## src/rtl/uart_rx_buffer.sv

```systemverilog
// Receive buffer behind the UART RX deserializer: one byte captured per frame-good
// pulse, held in a first-word-fall-through FIFO, with overflow and error-frame status.
module uart_rx_buffer #(
    parameter int DATA_WIDTH = 8,
    parameter int DEPTH      = 8,
    parameter int ERR_CNT_W  = 8,
    localparam int PTR_W     = $clog2(DEPTH),
    localparam int CNT_W     = $clog2(DEPTH + 1)
) (
    input  logic                  clk,
    input  logic                  rst,
    input  logic [DATA_WIDTH-1:0] P_DATA,
    input  logic                  data_valid,
    input  logic                  par_err,
    input  logic                  stp_err,
    input  logic                  out_ready,
    input  logic                  clr_stat,
    output logic                  out_valid,
    output logic [DATA_WIDTH-1:0] out_data,
    output logic [CNT_W-1:0]      fifo_count,
    output logic                  full,
    output logic                  overflow,
    output logic [ERR_CNT_W-1:0]  err_cnt
);

    localparam logic [CNT_W-1:0]     COUNT_FULL = CNT_W'(DEPTH);
    localparam logic [ERR_CNT_W-1:0] ERR_MAX    = {ERR_CNT_W{1'b1}};

    logic [DATA_WIDTH-1:0] mem_q [DEPTH];

    logic [PTR_W-1:0]     wr_ptr_q, wr_ptr_d;
    logic [PTR_W-1:0]     rd_ptr_q, rd_ptr_d;
    logic [CNT_W-1:0]     count_q, count_d;
    logic                 overflow_q, overflow_d;
    logic [ERR_CNT_W-1:0] err_cnt_q, err_cnt_d;
    logic                 dv_q, err_q;

    logic push_req, pop, do_push, drop, err_edge, is_full, is_empty;

    assign is_full   = (count_q == COUNT_FULL);
    assign is_empty  = (count_q == '0);

    // Edge detectors reset high so a level already asserted at reset release is ignored.
    assign push_req  = data_valid & ~dv_q;
    assign err_edge  = (par_err | stp_err) & ~err_q;

    assign pop       = ~is_empty & out_ready;
    assign do_push   = push_req & (~is_full | pop);
    assign drop      = push_req & is_full & ~pop;

    assign out_valid  = ~is_empty;
    assign out_data   = is_empty ? '0 : mem_q[rd_ptr_q];
    assign fifo_count = count_q;
    assign full       = is_full;
    assign overflow   = overflow_q;
    assign err_cnt    = err_cnt_q;

    always_comb begin
        wr_ptr_d   = wr_ptr_q;
        rd_ptr_d   = rd_ptr_q;
        count_d    = count_q;
        overflow_d = overflow_q;
        err_cnt_d  = err_cnt_q;

        if (do_push) begin
            wr_ptr_d = wr_ptr_q + 1'b1;
        end
        if (pop) begin
            rd_ptr_d = rd_ptr_q + 1'b1;
        end

        case ({do_push, pop})
            2'b10:   count_d = count_q + 1'b1;
            2'b01:   count_d = count_q - 1'b1;
            default: count_d = count_q;
        endcase

        // A status event in the same cycle as a clear takes precedence over the clear.
        if (drop) begin
            overflow_d = 1'b1;
        end else if (clr_stat) begin
            overflow_d = 1'b0;
        end

        if (clr_stat) begin
            err_cnt_d = err_edge ? ERR_CNT_W'(1) : '0;
        end else if (err_edge && (err_cnt_q != ERR_MAX)) begin
            err_cnt_d = err_cnt_q + 1'b1;
        end
    end

    always_ff @(posedge clk or posedge rst) begin
        if (rst) begin
            wr_ptr_q   <= '0;
            rd_ptr_q   <= '0;
            count_q    <= '0;
            overflow_q <= 1'b0;
            err_cnt_q  <= '0;
            dv_q       <= 1'b1;
            err_q      <= 1'b1;
        end else begin
            wr_ptr_q   <= wr_ptr_d;
            rd_ptr_q   <= rd_ptr_d;
            count_q    <= count_d;
            overflow_q <= overflow_d;
            err_cnt_q  <= err_cnt_d;
            dv_q       <= data_valid;
            err_q      <= par_err | stp_err;
        end
    end

    // Storage carries no reset; stale contents are never visible because out_data is gated by count.
    always_ff @(posedge clk) begin
        if (do_push) begin
            mem_q[wr_ptr_q] <= P_DATA;
        end
    end

endmodule
```

## config.mk

```make
export PLATFORM = sky130hd
export DESIGN_NAME = uart_rx_buffer
export DESIGN_NICKNAME = d
export VERILOG_FILES = /design/src/rtl/uart_rx_buffer.sv
export SDC_FILE = /design/constraint.sdc
export NUM_CORES = 1
export LEC_CHECK = 0
export CAP_MARGIN = 20
export CORE_ASPECT_RATIO = 2
export CORE_MARGIN = 5
export CORE_UTILIZATION = 51
export DETAILED_ROUTE_END_ITERATION = 8
export GPL_TIMING_DRIVEN = 1
export PLACE_DENSITY = 0.74
export SLEW_MARGIN = 10
export SYNTH_ARGS = -nofsm -noshare
export SYNTH_HDL_FRONTEND = slang
export SYNTH_SLANG_ARGS = --single-unit
```

## constraint.sdc

```tcl
create_clock -name clk -period 2.41 [get_ports clk]
set_clock_uncertainty 0.15 [all_clocks]
set_input_delay 0.723 -clock clk [delete_from_list [all_inputs] [get_ports clk]]
set_output_delay 0.723 -clock clk [all_outputs]
set_load 0.1 [all_outputs]
```

# Word-level counts from Yosys, hierarchy flattened
# Memories as Yosys holds them, arrays and structs flattened.
# Cells that the tools add are included.
[totals] ff_bits=21 ram_bits=64 in_bits=15 memories=1
[memory_table] name="mem_q" words=8 word_bits=8 rd=1 rd_clocked_by_memory_dff=0 write_ports=1 line="29" source="logic [DATA_WIDTH-1:0] mem_q [DEPTH];"
[classes] addsub=5 n_eq_ne=4 n_mux=9 bitwise_logic=13 reduce_logical=5
[op_table] operator="2-to-1 mux 8 bit" count=3
[op_table] operator="adder 8 x 1 -> 8 bit, second input constant" count=1
[op_table] operator="inequality test 8 bit, second input constant" count=1
[op_table] operator="one-hot mux 4 bit (2 select lines)" count=1
[op_table] operator="adder 3 x 1 -> 3 bit, second input constant" count=2
[op_table] operator="bitwise AND 1 bit" count=6
[op_table] operator="nonzero test 2 bit" count=3
[op_table] operator="2-to-1 mux 1 bit" count=5
[op_table] operator="inverter 1 bit" count=5
[op_table] operator="adder 4 x 1 -> 4 bit, second input constant" count=1
[op_table] operator="== test 4 bit, second input constant" count=1
[op_table] operator="zero test 4 bit" count=1
[op_table] operator="subtractor 4 x 1 -> 4 bit, second input constant" count=1
[op_table] operator="== test 2 x 1 -> 1 bit, second input constant" count=1
[op_table] operator="== test 2 bit, second input constant" count=1
[op_table] operator="OR 1 bit" count=2
[op_table] operator="logical AND 1 bit" count=1

# Logic depth before layout (Yosys ltp)
# Gate-level depths: netlist of run 1.
[depth] ltp_word=7 ltp_mapped=8 depth_no_buf=7

# Least setup slack after synthesis of run 1
# OpenSTA, ideal clock, no wires.
[synth_timing] path_type="register to output" from="register count_q[0], in the netlist fifo_count[0]" to="output out_data[0]" arrival_time_ns=2.804 t_required_ns=1.537 slack_ns=-1.267 stages_incl_launch_ff=5 cell_sequence="dfrtp_1 > clkbuf_2 > nor4_2 > buf_2 > nor2_1"
[synth_via] elab_chain_cells=2
[synth_lines] element="start, declared" line="33" source="logic [CNT_W-1:0] count_q, count_d;"
[synth_lines] element="start signal, assigned" line="104" source="count_q <= count_d;"
[synth_lines] element="zero test 4 bit" line="41" source="assign is_empty = (count_q == '0);"
[synth_lines] element="2-to-1 mux 8 bit" line="52" source="assign out_data = is_empty ? '0 : mem_q[rd_ptr_q];"
[synth_lines] element="end, declared" line="19" source="output logic [DATA_WIDTH-1:0] out_data,"
# Every way passes these cells.

# Final worst setup path of run 1
[layout_timing] from="register rd_ptr_q[0]" to="output out_data[5]"
[layout_via] elab_chain_cells=2
[layout_lines] element="start, declared" line="32" source="logic [PTR_W-1:0] rd_ptr_q, rd_ptr_d;"
[layout_lines] element="start signal, assigned" line="103" source="rd_ptr_q <= rd_ptr_d;"
[layout_lines] element="memory (8 x 8 bit)"
[layout_lines] element="2-to-1 mux 8 bit" line="52"
# Every way passes these cells.

==> results.py, run 1 <==
metrics = {
    "worst_setup_path": {
        "path_cells": "clkbuf_16 -> mux4_2 -> mux2i_4 -> nor2_4 -> buf_12",
        "worst-r2r-setup-slack_ns": 0.08,
        "path_max_fanout": 6,
        "max_stage_delay_ns": 0.53,
        "cp.required_ns": 1.54,
        "cp_num_buf_inv": 2,
        "crit_type": "reg2out",
        "r2r-end": "fifo_count[2]",
        "worstSetupStartpointType": "register",
        "end_kind": "primary output",
        "cp.arrival_ns": 1.92,
        "cp_slowest_cell": "mux4_2",
        "reg2reg_from": "fifo_count[0]",
        "reg2reg_depth": 8,
        "cpLargestDelayFamily": "multiplexers",
    },
    "route": {
        "dr.pass1.iters": 4,
        "wl_per_cell_um": 19.3,
        "routed_via_density": 5.48,
        "vias": 2201,
        "route.detailed.drc": 0,
        "totalWireLength_um": 7770,
        "ant_nets": 0,
        "initialDrtViolationCount": 109,
    },
    "clock_network": {
        "cts_made_buffers": 9,
        "cts.sinks": 85,
        "path_clk_slew_ns": 0.06,
        "cts_root_buffer": "clkbuf_16",
        "htreeDepth": 3,
        "clk_latency_ns": 0.33,
        "cts_tree": "built",
        "cts_buffer_depth": 2,
    },
    "global_routing": {
        "grt_pass1_wl_um": 12100,
        "antenna_found_initial": 0,
        "grt_pass1_vias": 2406,
        "grt_max_degree": 22,
        "track_usage_pct": 17.9,
        "grt_overflow": 0,
    },
    "floorplan": {
        "coreArea_mm2": 0.00699,
        "die_x_um": 69.9,
        "rows": 43,
        "io-pin-count": 38,
        "dieArea_mm2": 0.00907,
        "initial_core_util_pct": 52.3,
        "chipHeight_um": 130,
    },
    "placement": {
        "dp_hpwl_um": 5170,
        "gp_congestion": 0.759,
        "port_buffers": 37,
    },
    "layout": {
        "regArea_mm2": 0.00246,
        "nets": 326,
        "drive_gt1_share_pct": 44.9,
        "fillers": 468,
        "multi_input_area_mm2": 0.00132,
        "area_delta_synth_final_pct": 41.2,
        "antenna_cells": 0,
        "utilization_pct": 73.8,
    },
    "min_path": {
        "hold_class": "reg2reg",
        "min_to": "rd_ptr_q[2]",
        "hold_path_depth": 1,
        "min_from": "rd_ptr_q[2]",
    },
    "timing": {
        "finalHoldViolCount": 0,
        "setup_viol": 10,
        "slew_viol_final": 0,
        "rsz0062_at_grt": "true",
        "holdWs_ns": 0.353,
        "timing.final.ws_setup_ns": -0.382,
        "min_period_over_period_pct": 116,
        "fmax_mhz": 358,
        "fin_crit_ns": 2.79,
        "max_slew_margin_pct": 73.9,
        "tightest_slew_ns": 0.388,
    },
    "synth": {
        "synth-seq-cells": 85,
        "syn_nets": 247,
        "synth_flop_cell": "edfxtp_1",
        "yosysSeqAreaShare_pct": 67.0,
        "synth.avg_cell_area_um2": 16.0,
        "synth_area_mm2": 0.00366,
        "syn_inst": 228,
        "ys_types": 46,
        "ys_async_sr_fraction_pct": 24.7,
        "yosysWarningCount": 0,
        "synth_edf_count": 64,
    },
    "power": {
        "leakagePower_nw": 1.91,
        "max-vdd-ir-drop_mv": 0.949,
        "p_per_area_mw_per_mm2": 1310,
    },
    "run": {
        "drv_cap": 0,
    },
    "run_status": {
        "outcome": "finished, violations left",
        "violations": "setup timing",
    },
}
Yosys cell counts (all sizes together), types with 2 or more instances:
master	number	area, um^2
a21oi	2	10.0
buf	8	58.8
clkbuf	3	13.8
dfrtp	19	475
dfstp	2	52.6
edfxtp	64	1920
ha	4	50.1
inv	3	11.3
mux2	2	22.5
mux2i	12	120
mux4	16	360
nand2	14	55.1
nand2b	5	33.8
nand3	5	25.0
nand4	3	18.8
nor2	25	93.8
nor2b	2	12.5
nor3	6	35.0
o211ai	3	22.5
o21ai	2	10.0
xnor2	7	61.3
xor2	4	35.0
through the flow:
| step | power [mW] | instance area, um^2 | instances | setup TNS, ns | setup WS, ns |
|---|---|---|---|---|---|
| 2_1_floorplan | 3.99 | 3770 | 228 | -1.96 | -0.291 |
| 3_3_place_gp | 5.07 | 4680 | 378 | -13.39 | -0.301 |
| 3_5_place_dp | 5.11 | 4680 | 378 | -15.79 | -0.375 |
| 4_1_cts | 6.55 | 5030 | 399 | -3.46 | -0.418 |
| 5_1_grt | 6.99 | 5160 | 402 | -3.67 | -0.439 |
| 6_report | 6.74 | 5160 | 402 | -3.10 | -0.382 |
flip-flops by register name, summed over array words and instances (netlist names):
signal      cells
fifo_count      4
mem_q          64
overflow        1
err_q           1
err_cnt         8
dv_q            1
rd_ptr_q        3
wr_ptr_q        3
layer usage:
metal	GRT usage [%]	up-vias	routed length [um]
li1	-	1026	-
met1	18.9	1119	2830
met4	10.4	0	155
met3	3.39	8	151
met2	33.0	48	4620
met5	0	-	0
worst register-to-register path, cell delays in order, from the launching register on:
cell and delay, ns:
dfrtp_4 0.51, buf_6 0.14, o41ai_4 0.36, nor2_1 0.10, xor2_1 0.17, ha_2 0.19, or4_4 0.41, nand3_2 0.08
xor2_1 0.14
what timing repair did:
action	4_1_cts	5_1_grt
pin swaps	2	8
endpoints found under the setup margin	11	27
hold buffers	0	0
buffers inserted	6	2
gates cloned	0	1
gates resized for setup	10	15
power breakdown:
group	switching [mW]	internal, mW
clock network	0.510	0.791
logic	2.01	1.52
registers	0.170	1.73
cell type report:
class                   instances  share of cell area (%)
multi-input cells             128                    25.5
clock buffers                  10                    4.43
clock inverters                 6                    1.04
repair buffers                 79                    18.5
inverters                       4                   0.606
flip-flops and latches         85                    47.7
well taps                      90                    2.18
cells in the final DEF (no fill, tap or decap), drive strengths merged, types with 5 or more instances in the layout:
master,instances
buf,64
clkbuf,11
clkdlybuf4s50,12
clkinv,6
dfrtp,19
edfxtp,64
mux2i,12
mux4,16
nand2,14
nand2b,5
nand3,5
nor2,25
nor3,6
xnor2,7
logic make-up after synthesis:
family                     after synthesis  synth area share, %
xor gates and xnor gates                11                 2.63
muxes                                   30                 13.8
and+or+nand+nor                         68                 9.61
DFF                                     85                 67.0
buffers and inverters                   15                 2.43
adders and majority gates                4                 1.37
AOI/OAI and AO/OA                       15                 3.22
worst max path at each step:
stage | from | to | slack (ns) | cells after the start
after detailed placement | data_valid | fifo_count[2] | -0.38 | 8
after global routing | rd_ptr_q[0] | out_data[5] | -0.44 | 5
after floorplan | fifo_count[1] | out_valid | -0.29 | 4
final | rd_ptr_q[0] | out_data[5] | -0.38 | 5
after global placement | data_valid | fifo_count[2] | -0.30 | 8
after CTS | rd_ptr_q[0] | out_data[5] | -0.42 | 5
No activity file was read; power rests on OpenSTA's default activity.
==> run 2: changes to the inputs <==
--- a/config.mk
+++ b/config.mk
@@ -8,10 +8,10 @@
 export CAP_MARGIN = 20
 export CORE_ASPECT_RATIO = 2
 export CORE_MARGIN = 5
-export CORE_UTILIZATION = 51
+export CORE_UTILIZATION = 30
 export DETAILED_ROUTE_END_ITERATION = 8
 export GPL_TIMING_DRIVEN = 1
-export PLACE_DENSITY = 0.74
+export PLACE_DENSITY = 0.46
 export SLEW_MARGIN = 10
 export SYNTH_ARGS = -nofsm -noshare
 export SYNTH_HDL_FRONTEND = slang
==> constraint.sdc (replaced) <==
create_clock -name clk -period 3.1 [get_ports clk]
set_clock_uncertainty 0.15 [all_clocks]
set_input_delay 0.93 -clock clk [delete_from_list [all_inputs] [get_ports clk]]
set_output_delay 0.93 -clock clk [all_outputs]
set_load 0.1 [all_outputs]
==> run 2 against run 1 <==
  * The flow now finishes without violations
  * Power shrank 25%
  * Sequential power shrank 20%
  * Highest routed layer unchanged
  * Sequential share of layout area grew 3.1 points
  * Critical endpoint is now out_data[4]
==> results.py, run 2 (same netlist as run 1, synthesis figures left out) <==
metrics = {
    "global_routing": {
        "grtUsageMet1_pct": 12.9,
        "grt.busiest_layer": "met2",
        "grt_max_degree": 22,
        "grt_overflow": 0,
        "antenna_found_initial": 0,
        "use_met2_pct": 20.9,
        "track_usage_pct": 11.5,
        "grt_pass1_wl_um": 12400,
        "met3_usage_pct": 2.43,
        "grt_pass1_vias": 2251,
    },
    "layout": {
        "largest_register_ffs": 64,
        "top_register": "mem_q",
        "regArea_mm2": 0.00246,
        "final_cell_mix": "64 x edfxtp_1, 27 x buf_4, 17 x nor2_1",
        "nets": 302,
        "antenna_cells": 0,
        "area_delta_synth_final_pct": 32.3,
        "multi_input_area_mm2": 0.00123,
        "drive_gt1_share_pct": 37.8,
        "fillers": 1115,
        "layout_commonest_cell": "edfxtp_1",
    },
    "floorplan": {
        "io-pin-count": 38,
        "die_x_um": 88.1,
        "dieArea_mm2": 0.0146,
        "initial_core_util_pct": 30.3,
        "coreArea_mm2": 0.0121,
        "chipHeight_um": 166,
        "rows": 57,
    },
    "route": {
        "route.detailed.drc": 0,
        "routed_via_density": 4.76,
        "totalWireLength_um": 7750,
        "wl_per_cell_um": 17.8,
        "vias": 2069,
        "ant_nets": 0,
        "initialDrtViolationCount": 139,
        "dr.pass1.iters": 4,
    },
    "min_path": {
        "min_from": "overflow",
        "hold_class": "reg2reg",
        "min_to": "overflow",
        "hold_path_depth": 2,
    },
    "worst_setup_path": {
        "worstSetupStartpointType": "register",
        "worst-r2r-setup-slack_ns": 0.56,
        "cp.depth": 5,
        "cp.arrival_ns": 1.92,
        "cp_slowest_cell": "mux4_2",
        "crit_type": "reg2out",
        "max_stage_delay_ns": 0.52,
        "cp.required_ns": 2.02,
        "end_kind": "primary output",
        "path_max_fanout": 8,
        "path_cells": "clkbuf_16 -> mux4_2 -> mux2i_2 -> nor2_4 -> buf_12",
        "reg2reg_depth": 7,
        "reg2reg_from": "fifo_count[1]",
        "startpoint": "rd_ptr_q[0]",
        "cpLargestDelayFamily": "multiplexers",
        "cp_num_buf_inv": 2,
        "r2r-end": "fifo_count[2]",
    },
    "timing": {
        "slew_viol_final": 0,
        "fin_crit_ns": 3.00,
        "setup_tns_ns": 0,
        "fmax_mhz": 333,
        "max_slew_margin_pct": 45.7,
        "setup_viol": 0,
        "rsz0062_at_grt": "false",
        "tightest_slew_ns": 0.814,
        "min_period_over_period_pct": 96.8,
        "finalHoldViolCount": 0,
    },
    "clock_network": {
        "cts_root_buffer": "clkbuf_16",
        "cts.sinks": 85,
        "cts_tree": "built",
        "htreeDepth": 3,
        "cts_buffer_depth": 2,
        "cts_made_buffers": 9,
        "clk_latency_ns": 0.33,
        "ctsHoldBuffers": 0,
        "path_clk_slew_ns": 0.06,
    },
    "run_status": {
        "outcome": "completed",
    },
    "placement": {
        "dp_hpwl_um": 5370,
        "gp_congestion": 0.751,
        "port_buffers": 37,
    },
    "power": {
        "max-vdd-ir-drop_mv": 0.714,
        "totalPowerFinal_mw": 5.04,
        "p_per_area_mw_per_mm2": 1040,
        "leakagePower_nw": 1.73,
    },
    "run": {
        "drv_cap": 0,
    },
}
==> run 2: cell types whose count changed in the layout (fill, tap and decap cells not counted), sizes merged <==
cell           delta
clkinvlp          +1
bufinv            +1
buf              -24
clkbuf            -1
dlymetal6s2s      -2
clkdlybuf4s50     +2
clkinv            -1
==> run 2: final cells by class <==
class,count,area share [%]
well taps,147,3.80
repair buffers,55,13.0
inverters,4,0.414
clock buffers,9,4.65
flip-flops and latches,85,50.8
clock inverters,7,1.86
multi-input cells,128,25.5
==> run 2: repair_timing <==
item                                   in CTS  in global routing
setup endpoints to repair                   5                  8
gates resized for setup                     7                  4
setup buffers                               0                  1
gates cloned                                0                  1
endpoints found under the hold margin       0                  0
pin swaps                                   0                  0
==> run 2: worst max path at each step <==
stage,endpoint,slack (ns)
4_1_cts,out_data[1],0.003
6_report,out_data[4],0.1
3_5_place_dp,fifo_count[2],0.06
5_1_grt,out_valid,0.01
2_1_floorplan,out_valid,0.05
3_3_place_gp,fifo_count[2],0.1
==> run 2: worst reg2reg max path, stage by stage (launching register included) <==
cell	delay (ns)
dfrtp_2	0.50
o41ai_2	0.60
nor2_1	0.10
xor2_1	0.16
ha_1	0.21
or4_1	0.49
nand3_1	0.11
xor2_1	0.14
==> run 2: per-layer routing <==
layer  share of wire (%)  vias to the layer above
li1                    -                      979
met1                  37                     1048
met2                  58                       33
met3                 2.3                        9
met4                 1.9                        0
met5                   0                        -
==> run 2: stage by stage <==
step,instance area [um^2],setup WS (ns),util [%],std cells,hold slack [ns]
2_1_floorplan,3730,0.0459,-,228,0.336
3_3_place_gp,4440,0.0971,36.9,417,0.365
3_5_place_dp,4440,0.0636,36.9,417,0.360
4_1_cts,4790,0.00311,39.8,433,0.382
5_1_grt,4840,0.0104,40.1,435,0.409
6_report,4840,0.0985,40.1,435,0.377
==> run 2: power breakdown <==
group / internal (mW) / total, mW / switching (mW)
clock network: 0.701 / 1.12 / 0.418
logic: 0.986 / 2.41 / 1.42
registers: 1.34 / 1.52 / 0.175
==> run 3: changes to the inputs <==
--- a/config.mk
+++ b/config.mk
@@ -12,7 +12,7 @@
 export DETAILED_ROUTE_END_ITERATION = 8
 export GPL_TIMING_DRIVEN = 1
 export PLACE_DENSITY = 0.46
-export SLEW_MARGIN = 10
+export SLEW_MARGIN = 0
 export SYNTH_ARGS = -nofsm -noshare
 export SYNTH_HDL_FRONTEND = slang
 export SYNTH_SLANG_ARGS = --single-unit
==> results of run 3 <==
The final DEF is identical to that of run 2; final timing and power are the same.
